<file path="src/rtl/uart_transmitter.sv">
`timescale 1ns / 1ps
// UART transmitter (8N1, or 8E1 when UART_TX_PARITY_EN is defined) fed by a small circular FIFO.
// tx is registered from the FSM state, so the line trails the state by one cycle.
module uart_transmitter #(
  parameter int unsigned clock_frequency     = 50000000,
  parameter int unsigned baud_rate           = 9600,
  parameter int unsigned clock_cycles_in_bit = clock_frequency / baud_rate,
  parameter int unsigned fifo_depth          = 4
) (
  input  logic       clock,
  input  logic       reset_n,
  input  logic [7:0] byte_data,
  input  logic       byte_valid,
  output logic       byte_ready,
  output logic       tx,
  output logic       busy
);

  localparam int unsigned CntW = (clock_cycles_in_bit > 1) ? $clog2(clock_cycles_in_bit) : 1;
  localparam int unsigned PtrW = $clog2(fifo_depth);
  localparam logic [CntW-1:0] CycLast  = CntW'(clock_cycles_in_bit - 1);
  localparam logic [PtrW:0]   FifoFull = (PtrW + 1)'(fifo_depth);

  typedef enum logic [2:0] {StIdle, StStart, StData, StParity, StStop} state_e;

  logic [7:0]      mem_q [fifo_depth];
  logic [PtrW-1:0] wr_ptr_q, rd_ptr_q;
  logic [PtrW:0]   count_q;
  logic            push, pop;

  state_e          state_q, state_d;
  logic [CntW-1:0] cyc_q, cyc_d;
  logic [2:0]      bit_q, bit_d;
  logic [7:0]      data_q, data_d;
  logic            tx_q, tx_d;
  logic            bit_done, fifo_empty;

  assign byte_ready = (count_q != FifoFull);
  assign fifo_empty = (count_q == '0);
  assign push       = byte_valid & byte_ready;
  assign bit_done   = (cyc_q == CycLast);
  assign tx         = tx_q;
  assign busy       = (state_q != StIdle) | !fifo_empty;

  always_ff @(posedge clock) begin
    if (push) begin
      mem_q[wr_ptr_q] <= byte_data;
    end
  end

  // Pointers wrap naturally because fifo_depth is a power of two.
  always_ff @(posedge clock or negedge reset_n) begin
    if (!reset_n) begin
      wr_ptr_q <= '0;
      rd_ptr_q <= '0;
      count_q  <= '0;
    end else begin
      if (push) wr_ptr_q <= wr_ptr_q + PtrW'(1);
      if (pop)  rd_ptr_q <= rd_ptr_q + PtrW'(1);
      if (push && !pop) begin
        count_q <= count_q + (PtrW + 1)'(1);
      end else if (pop && !push) begin
        count_q <= count_q - (PtrW + 1)'(1);
      end
    end
  end

  always_comb begin
    state_d = state_q;
    cyc_d   = cyc_q;
    bit_d   = bit_q;
    data_d  = data_q;
    pop     = 1'b0;
    tx_d    = 1'b1;
    unique case (state_q)
      StIdle: begin
        if (!fifo_empty) begin
          pop     = 1'b1;
          data_d  = mem_q[rd_ptr_q];
          cyc_d   = '0;
          state_d = StStart;
        end
      end
      StStart: begin
        tx_d = 1'b0;
        if (bit_done) begin
          cyc_d   = '0;
          bit_d   = '0;
          state_d = StData;
        end else begin
          cyc_d = cyc_q + CntW'(1);
        end
      end
      StData: begin
        tx_d = data_q[bit_q];
        if (bit_done) begin
          cyc_d = '0;
          if (bit_q == 3'd7) begin
`ifdef UART_TX_PARITY_EN
            state_d = StParity;
`else
            state_d = StStop;
`endif
          end else begin
            bit_d = bit_q + 3'd1;
          end
        end else begin
          cyc_d = cyc_q + CntW'(1);
        end
      end
`ifdef UART_TX_PARITY_EN
      StParity: begin
        tx_d = ^data_q;
        if (bit_done) begin
          cyc_d   = '0;
          state_d = StStop;
        end else begin
          cyc_d = cyc_q + CntW'(1);
        end
      end
`endif
      StStop: begin
        tx_d = 1'b1;
        if (bit_done) begin
          cyc_d = '0;
          // Back-to-back frames: the next start bit follows the stop bit with no idle cycle.
          if (!fifo_empty) begin
            pop     = 1'b1;
            data_d  = mem_q[rd_ptr_q];
            state_d = StStart;
          end else begin
            state_d = StIdle;
          end
        end else begin
          cyc_d = cyc_q + CntW'(1);
        end
      end
      default: state_d = StIdle;
    endcase
  end

  always_ff @(posedge clock or negedge reset_n) begin
    if (!reset_n) begin
      state_q <= StIdle;
      cyc_q   <= '0;
      bit_q   <= '0;
      data_q  <= '0;
      tx_q    <= 1'b1;
    end else begin
      state_q <= state_d;
      cyc_q   <= cyc_d;
      bit_q   <= bit_d;
      data_q  <= data_d;
      tx_q    <= tx_d;
    end
  end

endmodule
</file>
<file path="config.mk">
export PLATFORM = sky130hd
export DESIGN_NAME = uart_transmitter
export DESIGN_NICKNAME = d
export VERILOG_FILES = /design/src/rtl/uart_transmitter.sv
export SDC_FILE = /design/constraint.sdc
export NUM_CORES = 1
export LEC_CHECK = 0
export ABC_CLOCK_PERIOD_IN_PS = 4100
export CORE_UTILIZATION = 30
export DETAILED_ROUTE_END_ITERATION = 8
export GPL_TIMING_DRIVEN = 0
export MAX_ROUTING_LAYER = met4
export PLACE_DENSITY = 0.46
export SLEW_MARGIN = 20
export SYNTH_ARGS = -nofsm -noshare
export SYNTH_HDL_FRONTEND = slang
export SYNTH_SLANG_ARGS = --single-unit
</file>
<file path="constraint.sdc">
create_clock -name clock -period 4.1 [get_ports clock]
set_input_delay 0.615 -clock clock [delete_from_list [all_inputs] [get_ports clock]]
set_output_delay 0.615 -clock clock [all_outputs]
set_load 0.01 [all_outputs]
</file>
-- Word level (Yosys, flattened, before mapping)
Memory sizes are Yosys's and may differ from the RTL's.
Cells that the tools add are included.
- word-level logic and storage cells: 74
- register bits after elaboration: 35
- memories: 1
- output and inout port bits: 3
- memory bits (writable): 32
- input bits: 11
- muxes and demuxes: 27
- reductions and logical operators: 17
- bitwise gates (word level): 2
- add/sub/neg operators: 6
- equality and inequality tests: 12
- order comparisons: 1
- memory list (memory ; depth ; bits a word ; read ports ; clocked after Yosys merged registers in ; wr ports ; line ; source):
    mem_q ; 4 ; 8 ; 1 ; 0 ; 1 ; 26 ; logic [7:0] mem_q [fifo_depth];
- operators with widths (kind ; number):
    $mux W3 ; 10
    $mux W13 ; 2
    $pmux W13 S2 ; 1
    $mux W8 ; 2
    $pmux W8 S2 ; 1
    $add A13 B1 Y13 const B ; 1
    $eq A13 B13 Y1 const B ; 1
    $ne A2 B2 Y1 const B ; 6
    $pmux W3 S4 ; 1
    $reduce_bool A2 Y1 ; 4
    $add A3 B1 Y3 const B ; 2
    $eq A3 B3 Y1 const B ; 2
    $logic_not A3 Y1 ; 2
    $mux W1 ; 6
    $pmux W3 S2 ; 1
    $reduce_and A5 Y1 ; 1
    $add A2 B1 Y2 const B ; 2
    $lt A3 B4 Y1 const B ; 1
    $pmux W1 S2 ; 2
    $reduce_and A2 Y1 ; 2
    $reduce_and A4 Y1 ; 1
    $bmux W1 S3 ; 1
    $eq A3 B1 Y1 const B ; 1
    $eq A3 B2 Y1 const B ; 1
    8 further kinds ; 11

-- Longest topological paths before layout
Gate-level depths: netlist (run 1).
- depth after elaboration: 7
- depth in mapped cells: 11
- mapped depth without buffers: 10

-- Worst setup path before layout (run 1)
No wires, ideal clock.
- path type: flip-flop to flip-flop
- start: register cyc_q[0]
- end: register count_q[2]
- required time: 4.021 ns
- path buffers: 1
- cell stages (with the launch flop): 12
- data arrival time: 2.230 ns
- setup time: 0.079 ns
- clock period less this slack: 2.310 ns
- path slack: 1.790 ns
- cell sequence: dfrtp_1 -> ha_1 -> and4_1 -> nand3_1 -> a21o_1 -> buf_2 -> ha_1 -> inv_1 -> fa_1 -> xor2_1 -> nor2_1 -> xor2_1
- cells in the longest elaborated chain, start to end: 6
- elaborated cells between the ends (all ways): 8
- those cells by class: eq/ne: 1; mux: 3; reduce/logical: 4
- ends and longest elaborated chain (item ; line ; source):
    from (decl) ; 32 ; logic [CntW-1:0] cyc_q, cyc_d;
    from (signal assigned) ; 151 ; cyc_q <= cyc_d;
    $eq A13 B13 Y1 * ; 41 ; assign bit_done = (cyc_q == CycLast);
    $mux W1 * ; 124 ; if (bit_done) begin
    $pmux W1 S2 * ; 75 ; unique case (state_q)
    $logic_not A1 Y1 ; 60 ; if (push && !pop) begin
    $logic_and A1 B1 Y1 ; 60 ;
    $mux W3 / $reduce_bool A2 Y1 (equally long branches) ; -- ;
    to (signal assigned) ; 61 ; count_q <= count_q + (PtrW + 1)'(1);
    to (signal assigned) ; 63 ; count_q <= count_q - (PtrW + 1)'(1);
    to (decl) ; 28 ; logic [PtrW:0] count_q;
Mark *: on every way between the ends. The rest lies on a longest branch, timed or not.
A chain may end at the register's enable or synchronous reset.

-- Worst setup path after layout (run 1)
- start: register count_q[1]
- end: register count_q[2]
- cells in the longest elaborated chain, start to end: 7
- elaborated cells between the ends (all ways): 15
- those cells by class: add/sub: 2; eq/ne: 1; mux: 5; bitwise: 1; reduce/logical: 6
- ends and longest elaborated chain (item ; line ; source):
    $logic_not A3 Y1 ; 39 ; assign fifo_empty = (count_q == '0);
    $mux W1 ; 77, 127 ;
    $mux W1 ; 124 ;
    $pmux W1 S2 ; 75 ;
    $logic_not A1 Y1 ; 60 ;
    $logic_and A1 B1 Y1 ; 60 ;
    $mux W3 / $reduce_bool A2 Y1 (equally long branches) ; -- ;
Parallel ways exist; a longest one is shown, timed or not. The select of a mux whose other input is x is not followed.

==> results of run 1 <==
registers in the layout, summed over array words and instances (netlist names):
| register | count |
|---|---|
| state_q | 3 |
| mem_q | 32 |
| bit_q | 3 |
| rd_ptr_q | 2 |
| count_q | 3 |
| tx | 1 |
| wr_ptr_q | 2 |
| data_q | 8 |
| cyc_q | 13 |
metrics by stage:
step | util (%) | instance area, um^2
CTS | 36.7 | 3640
global route | 36.7 | 3640
finish | 36.7 | 3640
detailed placement | 34.5 | 3420
floorplan | - | 3110
global placement | 34.4 | 3400
layout by cell type (no fill, tap or decap), types with 4 or more instances in the layout:
master / netlist / routed
a21oi_1: 4 / 4
a22o_1: 4 / 4
and3_1: 6 / 6
buf_2: 4 / 5
clkbuf_8: 0 / 9
clkdlybuf4s50_1: 0 / 12
dfrtp_1: 34 / 34
edfxtp_1: 32 / 32
ha_1: 8 / 8
inv_1: 7 / 7
mux2_2: 13 / 13
mux4_2: 10 / 10
nand2_1: 17 / 17
nand3_1: 9 / 9
nor2_1: 8 / 8
nor3_1: 4 / 4
o211ai_1: 5 / 5
or3_1: 4 / 4
xnor2_1: 6 / 6
report_power, final:
group	internal [uW]	switching (uW)	leakage, uW	total [uW]
clock network	340	255	0.000103	595
registers	803	39.8	0.000728	843
logic	92.4	111	0.000551	203
total	1240	406	0.00138	1640
metal layers:
| metal | part of all wire [%] | GRT usage (%) | routed length [um] |
|---|---|---|---|
| met1 | 48 | 15.6 | 2870 |
| met2 | 46 | 17.9 | 2740 |
| met3 | 4.1 | 4.15 | 241 |
| met4 | 1.1 | 3.37 | 63 |
| met5 | 0 | - | 0 |
cell type report:
class	instances	area, um^2
multi-input cells	140	1180
inverters	7	26.3
plain buffers	10	61.3
clock inverters	7	92.6
repair buffers	14	145
flip-flops and latches	67	1840
well taps	133	166
fillers	982	6270
clock buffers	9	124
final timing paths:
path | endpoint | slack, ps
hold / removal | cyc_q[6]$_DFFE_PN0P_ | 140
min in group clock | count_q[2]$_DFFE_PN0P_ | 500
hold reg to reg | count_q[2]$_DFFE_PN0P_ | 500
setup / recovery | count_q[2]$_DFFE_PN0P_ | 1530
setup reg to reg | count_q[2]$_DFFE_PN0P_ | 1530
max in group asynchronous | tx$_DFF_PN1_ | 3470
cell families (layout without fill, tap and decap cells):
family / count (synthesis) / after routing / synth area share (%)
and+or+nand+nor: 64 / 64 / 11.4
AOI/OAI and AO/OA: 34 / 34 / 7.93
DFF: 67 / 67 / 59.1
xor gates and xnor gates: 8 / 8 / 2.25
adders and majority gates: 10 / 10 / 4.23
buffers and inverters: 17 / 47 / 2.82
muxes: 24 / 24 / 12.3
==> results_tabular.tex, run 1 <==
\begin{tabular}{lr}
\hline
Metric & Value \\
\hline
\multicolumn{2}{l}{\textbf{Floorplanning}} \\
DIE AREA & 10800 um\^{}2 \\
Number of primary I/O pins & 14 \\
Vertical die dimension & 104 um \\
Effective utilization at floorplan & 31.4\% \\
Floorplan core area & 9910 um\^{}2 \\
Std cell rows & 36 \\
Chip width & 104 um \\
\multicolumn{2}{l}{\textbf{Yosys}} \\
Flop and latch count out of synthesis & 67 \\
Mapped Nets & 244 \\
Most instantiated flip-flop cell in the synthesis netlist & dfrtp\_1 \\
Yosys warning total & 0 \\
Cell types occupying the most area after synthesis & edfxtp\_1 (31\%), dfrtp\_1 (27\%), mux4\_2 (7.2\%) \\
Post-synth top area share & 30.9\% \\
Seq/Total Area, Yosys & 59.1\% \\
Number of flops mapped to enable cells by yosys & 32 \\
Number of distinct library cells after synthesis & 53 \\
Mean instance size in the synthesized netlist & 13.9 um\^{}2 \\
Ranking of synthesized cells by instance count & dfrtp\_1 (34), edfxtp\_1 (32), nand2\_1 (17) \\
Proportion of synthesized flip-flops having asynchronous set or reset & 52.2\% \\
Synth Instances & 224 \\
Yosys top cell by area & edfxtp\_1 \\
Netlist Area Pre-Place & 3110 um\^{}2 \\
Most frequent cell after synthesis & dfrtp\_1 \\
\multicolumn{2}{l}{\textbf{Pwr}} \\
Leak & 0.00138 uW \\
Power per unit of standard cell area & 451 nW/um\^{}2 \\
Worst vdd ir & 0.184 mV \\
Total design power & 1640 uW \\
\multicolumn{2}{l}{\textbf{Timing}} \\
Final max-slew violation count & 0 \\
Count of endpoints failing hold in the final timing report & 0 \\
Minimum clock period after layout & 2570 ps \\
Fmax achieved & 390 MHz \\
Portion of the clock cycle consumed by the worst path in the final layout & 62.6\% \\
Worst max-slew margin expressed relative to the limit & 62.8\% \\
Unrepaired setup endpoints after global routing & false \\
Min Hold Slack & 137 ps \\
Worst setup slack after layout & 1530 ps \\
Count of endpoints failing setup in the final report & 0 \\
Final-layout setup total negative slack & 0 ps \\
Clock Skews & 8.59 ps \\
Transition time at the pin with the least slew margin & 558 ps \\
\multicolumn{2}{l}{\textbf{Global route}} \\
Total routing resource utilization after global routing & 12.1\% \\
Remaining global-route overflow & 0 \\
Antenna violations before repair & 0 \\
First-pass GRT wire length & 9660 um \\
Pin count of the biggest net entering global routing & 27 \\
Vias in the first global route & 1866 \\
\multicolumn{2}{l}{\textbf{Clock tree}} \\
Count of hold buffers inserted by post-cts repair & 0 \\
Htree depth & 3 \\
Clk root buf & clkbuf\_8 \\
Post-CTS Setup Bufs & 0 \\
Clock edge transition at the registers on the reported setup and hold paths & 80 ps \\
CTS tree & yes \\
Maximum clock insertion buffer count & 2 \\
Total clock buffers created by CTS & 9 \\
Number of gates resized after cts & 0 \\
Number of clock sinks & 67 \\
Clk\_lat worst skew & 340 ps \\
\multicolumn{2}{l}{\textbf{Worst setup path}} \\
Biggest fanout along the worst timing path & 10 \\
Cell repeated most along the worst path & xor2\_1 \\
Endpoint arrival time on the critical path & 2820 ps \\
Required time at the worst-slack endpoint & 4360 ps \\
Stages on worst setup path & 10 \\
Max stage delay on crit path & 450 ps \\
Launching instance or port of the critical path & count\_q[1]\$\_DFFE\_PN0P\_ \\
R2r startpoint & count\_q[1]\$\_DFFE\_PN0P\_ \\
Worst setup path class & reg2reg \\
Crit end category & flop \\
Cell chain of the critical path & nor3\_1, or3\_1, a21o\_1, buf\_2, ha\_1, inv\_1, fa\_1, xor2\_1, nor2\_1, xor2\_1 \\
Type of origin of the critical path & flop \\
Bufs and invs on worst path & 2 \\
Worst R2R Path Depth & 10 \\
Library cell contributing the largest single delay on the critical path & nor3\_1 \\
Cell family with the largest share of critical-path delay & simple AND/OR/NAND/NOR gates \\
\multicolumn{2}{l}{\textbf{Drt}} \\
Number of iterations in the first detailed-routing pass & 4 \\
Starting DRC count in detailed routing & 70 \\
Average via count per standard cell & 4.92 \\
ANT nets after route & 0 \\
Final routed wirelength across all metal layers & 5910 um \\
Post-route DRC & 0 \\
Vias post-DR & 1905 \\
Routed length per instance & 15.3 um \\
\multicolumn{2}{l}{\textbf{Finish}} \\
Antenna Diode Count & 0 \\
Nets & 269 \\
Proportion of layout cells with a drive suffix above 1 & 22.0\% \\
Non-Filler Instances & 387 \\
Layout area overhead & 17.0\% \\
\multicolumn{2}{l}{\textbf{Job}} \\
Maximum Capacitance Violations & 0 \\
\multicolumn{2}{l}{\textbf{Place}} \\
Worst setup slack before clock tree synthesis & 1510 ps \\
Placed Cells incl. Taps & 371 \\
Gpl congestion & 0.711 \\
Port-buffer cells & 13 \\
Post-detailed-placement half-perimeter wirelength & 4060 um \\
\multicolumn{2}{l}{\textbf{Run status}} \\
Result of the run & complete, no violations \\
\multicolumn{2}{l}{\textbf{Min path}} \\
Hold/Removal Path Class & in2async \\
\hline
\end{tabular}
Power figures use the tool's default switching activity.
==> run 2, diff against run 1 <==
--- a/config.mk
+++ b/config.mk
@@ -5,7 +5,7 @@
 export SDC_FILE = /design/constraint.sdc
 export NUM_CORES = 1
 export LEC_CHECK = 0
-export ABC_CLOCK_PERIOD_IN_PS = 4100
+export ABC_CLOCK_PERIOD_IN_PS = 2600
 export CORE_UTILIZATION = 30
 export DETAILED_ROUTE_END_ITERATION = 8
 export GPL_TIMING_DRIVEN = 0
==> constraint.sdc (replaced) <==
create_clock -name clock -period 2.6 [get_ports clock]
set_input_delay 0.39 -clock clock [delete_from_list [all_inputs] [get_ports clock]]
set_output_delay 0.39 -clock clock [all_outputs]
set_load 0.01 [all_outputs]
==> results_tabular.tex, run 2 (synthesized netlist as in run 1, its figures left out) <==
\begin{tabular}{lr}
\hline
Metric & Value \\
\hline
\multicolumn{2}{l}{\textbf{Pwr}} \\
Switching power total & 644 uW (+59\%) \\
Fraction of power spent switching nets & 24.8\% (+0.12 points) \\
Leak & 0.00139 uW (+0.64\%) \\
Pint & 1950 uW (+58\%) \\
Register share of total power & 51.4\% (about the same) \\
Clock Power Share & 36.1\% (about the same) \\
Power per unit of standard cell area & 709 nW/um\^{}2 (+57\%) \\
Worst vdd ir & 0.290 mV (+58\%) \\
Total design power & 2590 uW (+58\%) \\
Combinational power share & 12.5\% (about the same) \\
\multicolumn{2}{l}{\textbf{Place}} \\
Placed cell area & 3420 um\^{}2 (unchanged) \\
Post-detailed-placement half-perimeter wirelength & 4060 um (unchanged) \\
Gpl congestion & 0.711 (unchanged) \\
Port-buffer cells & 13 (unchanged) \\
\multicolumn{2}{l}{\textbf{Drt}} \\
Vias post-DR & 1901 (-0.21\%) \\
Average via count per standard cell & 4.90 (-0.47\%) \\
Number of iterations in the first detailed-routing pass & 4 (unchanged) \\
Post-route DRC & 0 (unchanged) \\
Routed length per instance & 15.3 um (about the same) \\
Final routed wirelength across all metal layers & 5930 um (+0.36\%) \\
ANT nets after route & 0 (unchanged) \\
Starting DRC count in detailed routing & 67 (-4.3\%) \\
\multicolumn{2}{l}{\textbf{Job}} \\
Maximum Capacitance Violations & 0 (unchanged) \\
\multicolumn{2}{l}{\textbf{Finish}} \\
Proportion of layout cells with a drive suffix above 1 & 22.4\% (+0.31 points) \\
Layout area overhead & 17.7\% \\
Antenna Diode Count & 0 (unchanged) \\
Most frequent standard cell in the layout excluding fill and tap cells & dfrtp\_1 \\
Largest register FFs & 32 (unchanged) \\
Leading cell types in the layout, fill and taps excluded & dfrtp\_1 (34), edfxtp\_1 (32), nand2\_1 (17), mux2\_2 (13), clkdlybuf4s50\_1 (12) \\
Registers with the most flip-flops & mem\_q: 32 flops, cyc\_q: 13 flops, data\_q: 8 flops \\
Nets & 270 (+0.37\%) \\
Utilization after layout & 36.9\% (+0.21 points) \\
Top register by number of flip-flops & mem\_q \\
Final std cell area, no fill & 3660 um\^{}2 (+0.58\%) \\
\multicolumn{2}{l}{\textbf{Run status}} \\
Result of the run & complete, no violations \\
\multicolumn{2}{l}{\textbf{Global route}} \\
Pin count of the biggest net entering global routing & 27 (unchanged) \\
Remaining global-route overflow & 0 (unchanged) \\
Vias in the first global route & 1869 (+0.16\%) \\
First-pass GRT wire length & 9660 um (unchanged) \\
Total routing resource utilization after global routing & 12.1\% (unchanged) \\
Antenna violations before repair & 0 (unchanged) \\
\multicolumn{2}{l}{\textbf{Timing}} \\
Clock Skews & 7.92 ps (-0.667 ps) \\
Fmax achieved & 411 MHz (+5.4\%) \\
Unrepaired setup endpoints after global routing & false \\
Transition time at the pin with the least slew margin & 558 ps (+0.00536 ps) \\
Final max-slew violation count & 0 (unchanged) \\
Worst max-slew margin expressed relative to the limit & 62.8\% (about the same) \\
Count of endpoints failing hold in the final timing report & 0 (unchanged) \\
Portion of the clock cycle consumed by the worst path in the final layout & 93.6\% (+31 points) \\
Final-layout setup total negative slack & 0 ps (unchanged) \\
Count of endpoints failing setup in the final report & 0 (unchanged) \\
Minimum clock period after layout & 2430 ps (-132 ps) \\
\multicolumn{2}{l}{\textbf{Clock tree}} \\
Maximum clock insertion buffer count & 2 (unchanged) \\
Clk\_lat worst skew & 340 ps (about the same) \\
Number of clock sinks & 67 (unchanged) \\
Total clock buffers created by CTS & 9 (unchanged) \\
Clock edge transition at the registers on the reported setup and hold paths & 80 ps (about the same) \\
Htree depth & 3 (unchanged) \\
Clk root buf & clkbuf\_8 \\
CTS tree & yes \\
\multicolumn{2}{l}{\textbf{Floorplanning}} \\
Number of primary I/O pins & 14 (unchanged) \\
DIE AREA & 10800 um\^{}2 (unchanged) \\
Vertical die dimension & 104 um (unchanged) \\
Floorplan core area & 9910 um\^{}2 (unchanged) \\
Std cell rows & 36 (unchanged) \\
Effective utilization at floorplan & 31.4\% (unchanged) \\
Chip width & 104 um (unchanged) \\
\multicolumn{2}{l}{\textbf{Worst setup path}} \\
Worst setup path class & reg2reg \\
Biggest fanout along the worst timing path & 10 (unchanged) \\
Endpoint arrival time on the critical path & 2690 ps (-130 ps) \\
Required time at the worst-slack endpoint & 2860 ps (-1500 ps) \\
Crit end category & flop \\
Type of origin of the critical path & flop \\
\multicolumn{2}{l}{\textbf{Min path}} \\
Hold/Removal Path Class & in2async \\
\hline
\end{tabular}
==> run 2: area by class of cell <==
class | count | area, um^2
timing repair buffer | 15 | 155
clock buffer | 9 | 124
buffer | 10 | 67.6
sequential | 67 | 1840
clock inverter | 7 | 92.6
multi-input combinational | 140 | 1190
tap | 133 | 166
fill | 979 | 6250
inverter | 7 | 26.3
==> run 2: stage by stage <==
stage	hold slack, ps	worst slack [ps]	instances
floorplan	94.4	290	224
global placement	484	30.0	370
detailed placement	283	7.21	371
CTS	460	9.03	388
global route	479	18.5	388
finish	459	166	388
==> run 2: worst max-delay path, cell delays in order (launching register included) <==
cell and delay (ps):
dfrtp_1 420, ha_1 260, and4_1 210, nand3_1 130, a21o_1 170, buf_6 160
ha_1 180, inv_1 60, fa_1 370, xor2_1 150, nor2_1 110, xor2_1 150
==> run 2: timing repair <==
action,CTS,global route
setup buffers,0,0
setup endpoints to repair,0,2
hold buffers,1,0
gates resized for setup,0,4
endpoints found under the hold margin,9,0
==> run 2: routing by layer <==
metal	GRT usage, %	wire (um)	up-vias	part of all wire [%]
met4	3.37	46	0	0.78
li1	-	-	906	-
met1	15.6	2900	955	49
met2	17.9	2750	36	46
met3	4.15	230	4	3.9
met5	-	0	-	0
==> run 2: power by group through the flow <==
| stage | Combinational, uW | Clock [uW] | Sequential (uW) |
|---|---|---|---|
| 3_5_place_dp | 330 | 0 | 1350 |
| 5_1_grt | 374 | 1000 | 1350 |
| 3_3_place_gp | 322 | 0 | 1350 |
| 2_1_floorplan | 216 | 0 | 1330 |
| 4_1_cts | 332 | 963 | 1330 |
| 6_report | 325 | 937 | 1330 |
==> run 2: final timing paths <==
check	slack [ps]	cells past startpoint	end	from
setup / recovery	170	11	count_q[2]$_DFFE_PN0P_	cyc_q[0]$_DFFE_PN0P_
hold / removal	460	2	cyc_q[6]$_DFFE_PN0P_	reset_n
setup reg to reg	170	11	count_q[2]$_DFFE_PN0P_	cyc_q[0]$_DFFE_PN0P_
hold reg to reg	510	1	data_q[7]$_DFFE_PN0P_	data_q[7]$_DFFE_PN0P_
max in group asynchronous	1650	3	tx$_DFF_PN1_	reset_n
min in group clock	510	1	data_q[7]$_DFFE_PN0P_	data_q[7]$_DFFE_PN0P_
==> patch 1 (settings of run 2) <==
The parameter `baud_rate` goes from 9600 to 4800.
--- a/src/rtl/uart_transmitter.sv
+++ b/src/rtl/uart_transmitter.sv
@@ -3,7 +3,7 @@
 // tx is registered from the FSM state, so the line trails the state by one cycle.
 module uart_transmitter #(
   parameter int unsigned clock_frequency     = 50000000,
-  parameter int unsigned baud_rate           = 9600,
+  parameter int unsigned baud_rate           = 4800,
   parameter int unsigned clock_cycles_in_bit = clock_frequency / baud_rate,
   parameter int unsigned fifo_depth          = 4
 ) (
Formal check against the unedited RTL: no difference found for any inputs over 10 cycles, from zero or initial values and one cycle with reset_n low; that may be too few to reach the edited logic, so the function may still have changed.
==> patch 1 against run 2 <==
- clock power rose by 8%
- power rose by 3.6%
- sequential cell count rose by 1
- setup slack got worse by 0.076 ns
- largest power group unchanged
- largest cell class unchanged
- wire length rose by 6.9%
- die area rose by 4.3%
- fmax fell by 3.0%
- synthesized cell count rose by 9.8%
- design area rose by 5.7%
- synthesized area rose by 4.4%
- first-iteration DRC count rose by 31%
- worst hold slack got worse by 0.011 ns
==> patch 1: results (changes against run 2) <==
{
  "num-fill-cells": {"value": 1016, "change": "+3.8%"},
  "routed_via_density": {"value": 5.01, "change": "+2.2%"},
  "design.final.nets": {"value": 296, "change": "+9.6%"},
  "synthArstFlopShare": {"value": 52.9, "unit": "%", "change": "+0.70 points"},
  "pre_cts_slack": {"value": -0.415, "unit": "ns", "change": "-0.422 ns"},
  "gp_congestion": {"value": 0.730, "change": "+2.7%"},
  "skew": {"value": 0.00562, "unit": "ns", "change": "-0.00230 ns"},
  "yosys_cell_types": {"value": 51, "change": "-3.8%"},
  "reg.largest.list": "mem_q x32, cyc_q x14, data_q x8",
  "setup.reg_to_reg.worst_slack": {"value": 0.09, "unit": "ns", "change": "-0.08 ns"},
  "placed_area": {"value": 3590, "unit": "um^2", "change": "+4.9%"},
  "timing.max_slew.rel_slack": {"value": 44.8, "unit": "%", "change": "-18 points"},
  "groute.usage.overall": {"value": 13.2, "unit": "%", "change": "+1.1 points"},
  "synth_sequential_area_ratio": {"value": 57.4, "unit": "%", "change": "-1.7 points"},
  "grt_first_pass_wirelength": {"value": 11000, "unit": "um", "change": "+14%"},
  "run_status": "finished, final reports clean",
  "initialDrtViolationCount": {"value": 88, "change": "+31%"},
  "placedCellCount": {"value": 396, "change": "+6.7%"},
  "antenna_found_initial": {"value": 0, "change": "unchanged"},
  "routed-via-count": {"value": 2088, "change": "+9.8%"},
  "detailedPlacementHpwl": {"value": 4280, "unit": "um", "change": "+5.3%"},
  "netlist_instances": {"value": 246, "change": "+9.8%"},
  "clk_root_buffer_cell": "sky130_fd_sc_hd__clkbuf_8",
  "synth.net_count": {"value": 266, "change": "+9.0%"},
  "powerDensity": {"value": 696, "unit": "nW/um^2", "change": "-1.9%"},
  "grt_start_max_net_pins": {"value": 28, "change": "+3.7%"},
  "use_met2": {"value": 18.9, "unit": "%", "change": "+0.98 points"},
  "grtUsageMet3": {"value": 2.39, "unit": "%", "change": "-1.8 points"},
  "io_buffers": {"value": 13, "change": "unchanged"},
  "groute.layer.met1.usage": {"value": 18.1, "unit": "%", "change": "+2.5 points"},
  "timing.hold.ws": {"value": 0.448, "unit": "ns", "change": "-0.0113 ns"},
  "worst_ep_arrival_time": {"value": 2.74, "unit": "ns", "change": "+0.05 ns"},
  "netlist_top_cells_count": "sky130_fd_sc_hd__dfrtp_1 (35), sky130_fd_sc_hd__edfxtp_1 (32), sky130_fd_sc_hd__nand2_1 (16)",
  "vdd_ir_drop_max": {"value": 381, "unit": "uV", "change": "+31%"},
  "synth_area_leaders": "sky130_fd_sc_hd__edfxtp_1 (30%), sky130_fd_sc_hd__dfrtp_1 (27%), sky130_fd_sc_hd__mux4_2 (6.9%)",
  "final_ws_setup": {"value": 0.0907, "unit": "ns", "change": "-0.0756 ns"},
  "power_leakage": {"value": 1.46, "unit": "nW", "change": "+4.7%"},
  "timing.hold.worst.class": "in -> async",
  "drive_gt1_share": {"value": 21.0, "unit": "%", "change": "-1.4 points"}
}
[patch 1: worst max-delay path, cell delays in order (launching register included)]
cell and delay [ns]:
sky130_fd_sc_hd__dfrtp_2 0.45, sky130_fd_sc_hd__nor4_4 0.33, sky130_fd_sc_hd__nand4_4 0.20, sky130_fd_sc_hd__a2111oi_4 0.41
sky130_fd_sc_hd__inv_1 0.09, sky130_fd_sc_hd__ha_2 0.20, sky130_fd_sc_hd__inv_2 0.06, sky130_fd_sc_hd__fa_1 0.40
sky130_fd_sc_hd__mux2_2 0.26
[patch 1: routing by layer]
| layer | routed length [um] | part of all wire, % |
|---|---|---|
| met5 | 0 | 0 |
| met4 | 94 | 1.5 |
| met3 | 235 | 3.7 |
| met2 | 2850 | 45 |
| met1 | 3160 | 50 |
[patch 1: cell families after synthesis]
group	count (synthesis)	share of synthesized area, %
and+or+nand+nor	74	14.1
DFF	68	57.4
AOI/OAI and AO/OA	40	8.45
buffers and inverters	24	2.85
muxes	22	11.0
adders and majority gates	10	4.01
xor gates and xnor gates	8	2.16
[patch 1: cell type report]
class	count	area share (%)
plain buffers	14	1.59
clock buffers	9	3.20
inverters	10	0.971
multi-input cells	154	34.0
flip-flops and latches	68	48.3
well taps	136	4.40
repair buffers	19	4.79
clock inverters	7	2.75
[patch 1: worst paths after layout]
path,startpoint,to,cells after the start
min in group clock,data_q[0],data_q[0],1
setup reg to reg,cyc_q[12],count_q[1],8
hold reg to reg,data_q[0],data_q[0],1
hold / removal,reset_n,data_q[6],2
setup / recovery,cyc_q[12],count_q[1],8
max in group asynchronous,reset_n,cyc_q[10],3
[patch 1: power breakdown]
part / switching, mW / internal [mW] / leakage, nW / total [mW]
clock network: 0.456 / 0.557 / 0.110 / 1.01
logic: 0.178 / 0.151 / 0.609 / 0.329
registers: 0.0667 / 1.28 / 0.737 / 1.35
[patch 1: timing repair]
item	4_1_cts	5_1_grt
endpoints found under the setup margin	3	2
pin swaps	1	2
gates resized for setup	1	3
hold buffers	1	0
endpoints found under the hold margin	8	0
buffers inserted	1	3
==> patch 2 (settings of run 2) <==
Without the edit above. Encoding of `state_e`: now one-hot (5 bits for 5 states).
--- a/src/rtl/uart_transmitter.sv
+++ b/src/rtl/uart_transmitter.sv
@@ -21,7 +21,7 @@
   localparam logic [CntW-1:0] CycLast  = CntW'(clock_cycles_in_bit - 1);
   localparam logic [PtrW:0]   FifoFull = (PtrW + 1)'(fifo_depth);
 
-  typedef enum logic [2:0] {StIdle, StStart, StData, StParity, StStop} state_e;
+  typedef enum logic [4:0] {StIdle = 5'b00001, StStart = 5'b00010, StData = 5'b00100, StParity = 5'b01000, StStop = 5'b10000} state_e;
 
   logic [7:0]      mem_q [fifo_depth];
   logic [PtrW-1:0] wr_ptr_q, rd_ptr_q;
Behaviour: same outputs for any inputs over 10 cycles, from zero or initial values and one cycle with reset_n low; not proved beyond that.
==> patch 2 against run 2 <==
- synthesized cell count is 1.8% higher
- design area rose by 6.9%
- wire length up 2.6%
- largest cell class unchanged
- first-iteration DRC count up 91%
- synthesized area is 3.5% higher
- sequential cell count rose by 1
- setup slack got worse by 0.072 ns
- sequential share of layout area decreased by 2.5 points
- critical path type is now reg -> out
- worst hold slack worse by 0.011 ns
Power is not compared: it rests on default switching activity, and its combinational part moved more than twofold at a synthesized area within 25%.
==> patch 2: results (changes against run 2) <==
{
  "placed_area": {"value": 3530, "unit": "um^2", "change": "+3.3%"},
  "synth_area_leaders": "sky130_fd_sc_hd__edfxtp_1 (30%), sky130_fd_sc_hd__dfrtp_1 (26%), sky130_fd_sc_hd__mux4_2 (7.0%)",
  "synth_sequential_area_ratio": {"value": 58.0, "unit": "%", "change": "-1.2 points"},
  "grtUsageMet3": {"value": 3.53, "unit": "%", "change": "-0.63 points"},
  "worst-path-max-fanout": {"value": 9, "change": "-1"},
  "power_leakage_nw": 1.53,
  "cts.htree.levels": {"value": 3, "change": "unchanged"},
  "synth.net_count": {"value": 248, "change": "+1.6%"},
  "skew": {"value": 0.0116, "unit": "ns", "change": "+0.00365 ns"},
  "synthArstFlopShare": {"value": 52.9, "unit": "%", "change": "+0.70 points"},
  "drive_gt1_share": {"value": 28.4, "unit": "%", "change": "+6.0 points"},
  "synth-warning-count": {"value": 0, "change": "unchanged"},
  "run_status": "finished, final reports clean",
  "post_synth_fa_ha_maj_area_fraction": {"value": 3.74, "unit": "%", "change": "-0.49 points"},
  "grt_first_pass_wirelength": {"value": 10300, "unit": "um", "change": "+6.3%"},
  "timing.hold.worst.class": "in -> async",
  "share_of_synthesized_area_spent_on_multiplexers": {"value": 11.8, "unit": "%", "change": "-0.45 points"},
  "worst-r2r-cell-count": {"value": 9, "change": "-2"},
  "metal3_wl": {"value": 161, "unit": "um", "change": "-30%"},
  "groute.usage.overall": {"value": 12.4, "unit": "%", "change": "+0.32 points"},
  "layoutNonFillerInstCount": {"value": 404, "change": "+4.1%"},
  "synth_compound_area_share": {"value": 8.68, "unit": "%", "change": "+0.75 points"},
  "routed-via-count": {"value": 1974, "change": "+3.8%"},
  "wirelength_met1": {"value": 2860, "unit": "um", "change": "-1.5%"},
  "yosys_cell_types": {"value": 57, "change": "+7.5%"},
  "pre_cts_slack": {"value": -0.266, "unit": "ns", "change": "-0.274 ns"},
  "route.met2.wl": {"value": 2980, "unit": "um", "change": "+8.2%"},
  "cts_repair_resize_count": {"value": 9, "change": "+9"},
  "xor_xnor_share_of_the_synthesized_area": {"value": 2.72, "unit": "%", "change": "+0.47 points"},
  "netlist_top_cells_count": "sky130_fd_sc_hd__dfrtp_1 (34), sky130_fd_sc_hd__edfxtp_1 (32), sky130_fd_sc_hd__mux2_2 (12)",
  "detailedPlacementHpwl": {"value": 4190, "unit": "um", "change": "+3.1%"},
  "placedCellCount": {"value": 378, "change": "+1.9%"},
  "design.final.nets": {"value": 283, "change": "+4.8%"},
  "worst_slew_pin_slew": {"value": 0.712, "unit": "ns", "change": "+0.154 ns"},
  "synth_area_per_cell": {"value": 14.1, "unit": "um^2", "change": "+1.6%"},
  "groute.layer.met1.usage": {"value": 15.8, "unit": "%", "change": "+0.11 points"},
  "drt-total-wl": {"value": 6090, "unit": "um", "change": "+2.6%"},
  "use_met2": {"value": 19.1, "unit": "%", "change": "+1.2 points"},
  "initialDrtViolationCount": {"value": 128, "change": "+91%"},
  "worst_ep_arrival_time": {"value": 2.12, "unit": "ns", "change": "-0.57 ns"},
  "gp_congestion": {"value": 0.728, "change": "+2.4%"}
}
-- patch 2: changes by cell type after synthesis, moves of 3 or more --
cell and delta:
sky130_fd_sc_hd__a31oi_1 +6, sky130_fd_sc_hd__or3_1 -4, sky130_fd_sc_hd__nand2_1 -10, sky130_fd_sc_hd__o211ai_1 -4
sky130_fd_sc_hd__nor4_1 -3
-- patch 2: cell type report --
type | instances | area [um^2]
plain buffers | 11 | 73.8
clock buffers | 9 | 124
clock inverters | 7 | 130
fillers | 1021 | 6460
inverters | 8 | 30.0
multi-input cells | 141 | 1290
flip-flops and latches | 68 | 1870
well taps | 136 | 170
repair buffers | 24 | 223
-- patch 2: path summary, 6_finish.rpt --
path	to	slack, ns	startpoint
worst max-delay path	busy	0.09	state_q[0]
worst min-delay path	state_q[4]	0.45	reset_n
worst max register to register	count_q[1]	0.12	cyc_q[5]
worst min register to register	count_q[2]	0.50	count_q[2]
max in group asynchronous	tx	1.65	reset_n
min in group clock	count_q[2]	0.50	count_q[2]
-- patch 2: critical path, cell delays in order (launching register included) --
cell	delay [ns]
sky130_fd_sc_hd__dfstp_2	0.53
sky130_fd_sc_hd__buf_6	0.12
sky130_fd_sc_hd__or4b_4	0.49
sky130_fd_sc_hd__nor2_4	0.12
sky130_fd_sc_hd__inv_1	0.05
sky130_fd_sc_hd__clkdlybuf4s50_1	0.46
-- patch 2: power groups by stage --
stage	sequential, mW	combinational, mW	clock [mW]
2_1_floorplan	1.55	1.04	0
3_3_place_gp	1.59	1.34	0
3_5_place_dp	1.60	1.36	0
4_1_cts	1.58	1.41	1.14
5_1_grt	1.61	1.63	1.19
6_report	1.57	1.47	1.11
